===== src/rtl/handshake_tx_queue.sv =====
`default_nettype none
// ============================================================================
// Module   : handshake_tx_queue
// Purpose  : Buffers a ready/valid word stream and issues words to the
//            handshake synchronizer as one-cycle pulses when it is not busy.
//            Define HANDSHAKE_TX_QUEUE_STATS_EN to add issued_count_o.
// Revision : 1.0  initial release
// ============================================================================
module handshake_tx_queue #(
    parameter int DATA_WIDTH = 32,
    parameter int DEPTH      = 4
) (
    input  logic                    clk_i,
    input  logic                    reset_ni,
    input  logic                    in_valid_i,
    output logic                    in_ready_o,
    input  logic [DATA_WIDTH-1:0]   in_data_i,
    input  logic                    busy_i,
    output logic                    valid_o,
    output logic [DATA_WIDTH-1:0]   data_o,
    output logic [$clog2(DEPTH):0]  level_o
`ifdef HANDSHAKE_TX_QUEUE_STATS_EN
    ,
    output logic [15:0]             issued_count_o
`endif
);

    localparam int c_aw = $clog2(DEPTH);
    localparam int c_pw = c_aw + 1;

    typedef enum logic [1:0] {
        S_IDLE = 2'd0,
        S_SEND = 2'd1,
        S_HOLD = 2'd2,
        S_WAIT = 2'd3
    } state_t;

    state_t                 r_state;
    logic                   r_valid;
    logic [DATA_WIDTH-1:0]  r_data;
    logic [c_pw-1:0]        r_wr_ptr;
    logic [c_pw-1:0]        r_rd_ptr;
    logic [DATA_WIDTH-1:0]  r_mem [DEPTH];

    logic                   w_empty;
    logic                   w_full;
    logic                   w_push;
    logic                   w_pop;

    assign w_empty = (r_wr_ptr == r_rd_ptr);
    assign w_full  = (r_wr_ptr[c_aw-1:0] == r_rd_ptr[c_aw-1:0]) &&
                     (r_wr_ptr[c_aw] != r_rd_ptr[c_aw]);
    // Full blocks the write even when a pop frees a slot in the same cycle.
    assign w_push  = in_valid_i && !w_full;
    assign w_pop   = (r_state == S_IDLE) && !w_empty && !busy_i;

    assign in_ready_o = !w_full;
    assign level_o    = r_wr_ptr - r_rd_ptr;
    assign valid_o    = r_valid;
    assign data_o     = r_data;

    always_ff @(posedge clk_i) begin
        if (w_push) begin
            r_mem[r_wr_ptr[c_aw-1:0]] <= in_data_i;
        end
    end

    always_ff @(posedge clk_i or negedge reset_ni) begin
        if (!reset_ni) begin
            r_wr_ptr <= '0;
            r_rd_ptr <= '0;
        end else begin
            if (w_push) begin
                r_wr_ptr <= r_wr_ptr + c_pw'(1);
            end
            if (w_pop) begin
                r_rd_ptr <= r_rd_ptr + c_pw'(1);
            end
        end
    end

    // HOLD ignores busy_i for one cycle to cover the synchronizer's busy latency.
    always_ff @(posedge clk_i or negedge reset_ni) begin
        if (!reset_ni) begin
            r_state <= S_IDLE;
            r_valid <= 1'b0;
            r_data  <= '0;
        end else begin
            case (r_state)
                S_IDLE: begin
                    if (w_pop) begin
                        r_state <= S_SEND;
                        r_valid <= 1'b1;
                        r_data  <= r_mem[r_rd_ptr[c_aw-1:0]];
                    end
                end
                S_SEND: begin
                    r_state <= S_HOLD;
                    r_valid <= 1'b0;
                end
                S_HOLD: begin
                    r_state <= S_WAIT;
                end
                S_WAIT: begin
                    if (!busy_i) begin
                        r_state <= S_IDLE;
                    end
                end
                default: begin
                    r_state <= S_IDLE;
                    r_valid <= 1'b0;
                end
            endcase
        end
    end

`ifdef HANDSHAKE_TX_QUEUE_STATS_EN
    logic [15:0] r_issued_count;

    always_ff @(posedge clk_i or negedge reset_ni) begin
        if (!reset_ni) begin
            r_issued_count <= 16'd0;
        end else if ((r_state == S_SEND) && (r_issued_count != 16'hFFFF)) begin
            r_issued_count <= r_issued_count + 16'd1;
        end
    end

    assign issued_count_o = r_issued_count;
`endif

endmodule
`default_nettype wire


===== config.mk =====
export PLATFORM = sky130hd
export DESIGN_NAME = handshake_tx_queue
export DESIGN_NICKNAME = d
export VERILOG_FILES = /design/src/rtl/handshake_tx_queue.sv
export SDC_FILE = /design/constraint.sdc
export NUM_CORES = 1
export LEC_CHECK = 0
export ABC_AREA = 1
export CAP_MARGIN = 15
export CELL_PAD_IN_SITES_DETAIL_PLACEMENT = 1
export CELL_PAD_IN_SITES_GLOBAL_PLACEMENT = 2
export CORE_AREA = 10 10 137 139
export CTS_BUF_LIST = sky130_fd_sc_hd__clkbuf_4
export CTS_CLUSTER_DIAMETER = 200
export DETAILED_ROUTE_END_ITERATION = 10
export DIE_AREA = 0 0 147 149
export HOLD_SLACK_MARGIN = 0.08
export PLACE_DENSITY_LB_ADDON = 0.1
export SLEW_MARGIN = 20
export SYNTH_ARGS = -nofsm -noshare
export SYNTH_HDL_FRONTEND = slang
export SYNTH_SLANG_ARGS = --single-unit

===== constraint.sdc =====
create_clock -name clk_i -period 7.4 [get_ports clk_i]
set_input_delay 1.48 -clock clk_i [delete_from_list [all_inputs] [get_ports clk_i]]
set_output_delay 1.48 -clock clk_i [all_outputs]
set_load 0.01 [all_outputs]

# Word level (Yosys, flattened, before mapping)
# Memories as Yosys holds them, arrays and structs flattened. A register that Yosys moved wholly into a read port is not among the register bits.
# Cells that the tools add are included.
# classes
reduce_logical	13
n_eq_ne	8
mux	7
n_addsub	3
# op_table
cell	n
case mux 2 bit (4 select lines)	1
adder 3 x 1 -> 3 bit (second input constant)	2
AND reduction 2 bit	3
equality test 2 bit (second input constant)	2
logical AND 1 bit	4
zero test 1 bit	4
2-to-1 mux 2 bit	2
!= test 2 bit (second input constant)	2
equality test 3 bit	1
2-to-1 mux 1 bit	3
subtractor 3 bit	1
equality test 2 x 1 -> 1 bit (second input constant)	1
equality test 2 bit	1
zero test 2 bit	1
case mux 1 bit (2 select lines)	1
nonzero test 2 bit	1
!= test 1 bit	1
# word_totals
output_inout_bits	37
word_cells	36
ramBits	128
in_bits	36
n_memories	1
reg_bits	9
# mem_list
memory	depth	width	read_ports	rd_clocked_by_memory_dff	wr	line	rtl
r_mem	4	32	1	1	1	43	logic [DATA_WIDTH-1:0] r_mem [DEPTH];

# Longest topological paths before layout
# depth
depth_word	6
ltp_mapped	12
depth_no_buf	10

# Worst setup path before layout
# OpenSTA, ideal clock, no wires.
# synth_path
path_kind	input-to-reg
startpoint	input in_valid_i
endpoint	memory r_mem[0][0] (enable)
n_path_buf	0
path_stages	2
setup_ns	0.421
required_ns	6.979
setup_slack_ns	4.053
arrival_time_ns	2.926
cell_sequence	nand2_4 nor2_1
# synth_between
elab_chain_cells	3
# synth_rtl
item	line	rtl
start, declared	15	input logic in_valid_i,
logical AND 1 bit	54	assign w_push = in_valid_i && !w_full;
2-to-1 mux 1 bit	63	if (w_push) begin
2-to-1 mux 1 bit (not written as such)	64	r_mem[r_wr_ptr[c_aw-1:0]] <= in_data_i;
end, declared	43	
# Every way passes these cells.

# Final worst setup path
# layout_path
startpoint	register r_rd_ptr[1]
endpoint	output level_o[2]
# layout_between
elab_chain_cells	1
# layout_rtl
item	line	rtl
start, declared	42	logic [c_pw-1:0] r_rd_ptr;
start signal, assigned	77	r_rd_ptr <= r_rd_ptr + c_pw'(1);
subtractor 3 bit	58	assign level_o = r_wr_ptr - r_rd_ptr;
end, declared	21	output logic [$clog2(DEPTH):0] level_o
# Every way passes these cells.

==> metrics.yaml <==
syn_area_um2: 6749
io-pin-count: 73
end_kind: "primary output"
cts_made_buffers: 17
cap_violations: 0
post-route-cell-area_um2: 7996
die-area_um2: 21900
layout_common_cells: "162 x nor2_1, 128 x edfxtp_1, 71 x clkdlybuf4s50_1"
slew_headroom: 0.3380
finalNetCount: 670
reg2reg_depth: 9
cp.arrival_ns: 3.12
criticalPathCategory: "flip-flop to primary output"
fp.dieH_um: 149
fmaxAchievable_mhz: 217.4
yosysTopAreaCell: "edfxtp_1"
grt_overflow: 0
start_util: 0.4173
tritoncts: "done"
maxSlewViolCount: 0
holdCritStartpoint: "data_o[0]"
synthTopCellsByArea: "edfxtp_1 57%, dfrtp_1 15%, nor2_1 9.2%, o21ai_0 5.1%, a21oi_1 2.7%"
die_x_um: 147
grt_pass1_vias: 4612
grt_pass1_wl_um: 24300
p_leak_nw: 2.837
cts_resized: 0
drive_gt1_frac: 0.08044
r2r_slack_ns: 4.18
cts-root-buf: "clkbuf_4"
post-route-worst-setup-slack_ns: 2.801
fp-row-count: 47
final_common_cell: "nor2_1"
setup_viol: 0
hold_buffers: 0
clock_latency_ns: 0.55
clock_sinks: 169
ir_drop_uv: 139.8
fin_hold_ws_ns: 0.5196
powerDensity_nw_per_um2: 407.5
wl_um: 15110
synth_cell_type_count: 24
via_per_inst: 5.012
critPathLaunchType: "flip-flop"
drtIter0Drc: 196
syn2layout_area_growth_pct: 18.48
synth_nets: 602
final_hold_viol_count: 0
postCtsSetupBuffers: 0
syn_inst: 553
fin_skew_ns: 0.02376
dr.pass1.iters: 6
wl_per_cell_um: 17.67
holdPathEnd: "data_o[0]"
hp-class: "flip-flop to flip-flop"
yosysWarnings: 0
rr_startpoint: "r_rd_ptr[1]"
htree_num_levels: 4
dr_total_vias: 4285
syn_avg_cell_area_um2: 12.20
clkTransAtPathRegs_ns: 0.13
worst_pin_slew_ns: 0.9916
status: "completed"
synth_top_area_share: 0.5695
routabilityCongestion: 0.6978
grtUsageTotal: 0.1411
period_minus_slack_ns: 4.599
ant_nets: 0
regArea_um2: 4871
dp_hpwl_um: 9533
clockBufferDepth: 2
crit_fanout: 67
grt_max_degree: 68
ys_seq_area_frac: 0.7215
cp.required_ns: 5.92
drc: 0
reg2reg_to: "r_mem[3][5]"
port_buffers: 72
ys_seq_elements: 169
antenna_found_initial: 1
hold_path_depth: 2
tns_ns: 0
post_dp_cell_area_um2: 7699
fillCellCount: 1688
multiInputGateArea_um2: 1652
rsz0062_at_grt: "false"
place_ws_ns: 3.493
core_um2: 16170
fin_crit_sh: 0.6215
## cell families after synthesis
kind of cell             after synthesis  synth area share
AO/OA/AOI/OAI                        133           0.09863
flip-flops                           169            0.7215
XOR/XNOR                               4          0.005192
AND/OR/NAND/NOR                      188            0.1123
adder cells (fa/ha/maj)               13           0.02521
buffers and inverters                 46           0.03708
## cell usage after synthesis
cell type / instances
dfrtp_1: 41
nand2_4: 2
nand3_1: 3
o21ai_1: 28
or2_2: 1
nand2_2: 1
o21ai_0: 69
inv_1: 15
clkbuf_1: 3
inv_2: 1
buf_4: 5
nor2_4: 2
nand3_4: 1
nand2_1: 13
xnor2_1: 1
nor2_1: 165
fa_1: 1
buf_6: 5
edfxtp_1: 128
ha_1: 12
xor2_1: 3
clkbuf_2: 1
buf_2: 16
a21oi_1: 36
## worst max-delay path, cell delays in order, from the launching register on
cell,delay (ns)
dfrtp_1,0.39
clkinv_2,0.69
fa_1,0.76
xnor2_1,0.18
clkdlybuf4s50_1,0.56
## area by class of cell
| cell class | instances | share of cell area |
|---|---|---|
| Clock buffer | 21 | 0.01972 |
| Clock inverter | 11 | 0.01330 |
| Tap cell | 220 | 0.03442 |
| Antenna cell | 1 | 0.0003129 |
| Sequential cell | 169 | 0.6091 |
| Timing Repair Buffer | 79 | 0.1089 |
| Multi-Input combinational cell | 338 | 0.2065 |
| Inverter | 16 | 0.007667 |
## worst max-delay path by stage
stage / startpoint / end / cells after the start / slack, ns
after floorplan: in_valid_i / r_mem[0][0] / 2 / 4.05
after global placement: r_rd_ptr[1] / in_ready_o / 6 / 3.53
after detailed placement: r_rd_ptr[1] / in_ready_o / 6 / 3.49
after CTS: r_rd_ptr[1] / in_ready_o / 6 / 2.83
after global routing: r_rd_ptr[1] / level_o[2] / 4 / 2.53
final: r_rd_ptr[1] / level_o[2] / 4 / 2.80
## routing by layer
layer	wire (µm)	global-route usage	vias to the layer above
met5	0	0	-
met4	185	0.04609	0
met3	579	0.03732	16
met2	7908	0.2511	69
met1	6433	0.1622	2156
li1	-	-	2044
## state kept, by name, indices dropped and copies added (netlist names)
register	cells
r_rd_ptr	3
data_o	32
r_mem	128
valid_o	1
r_state	2
r_wr_ptr	3
## where the power goes
group | internal (W) | switching, W | total (W)
sequential | 0.00131 | 0.0000986 | 0.00141
clock | 0.000210 | 0.000298 | 0.000508
combinational | 0.000524 | 0.000820 | 0.00134
## stage by stage
step	std cells	total power (W)	utilization
5_1_grt	855	0.003530	0.4945
3_3_place_gp	816	0.002703	0.4688
2_1_floorplan	553	0.002256	-
4_1_cts	853	0.003313	0.4924
6_report	855	0.003259	0.4945
3_5_place_dp	821	0.002804	0.4761
Note: power is estimated with default switching activity, not from simulation.
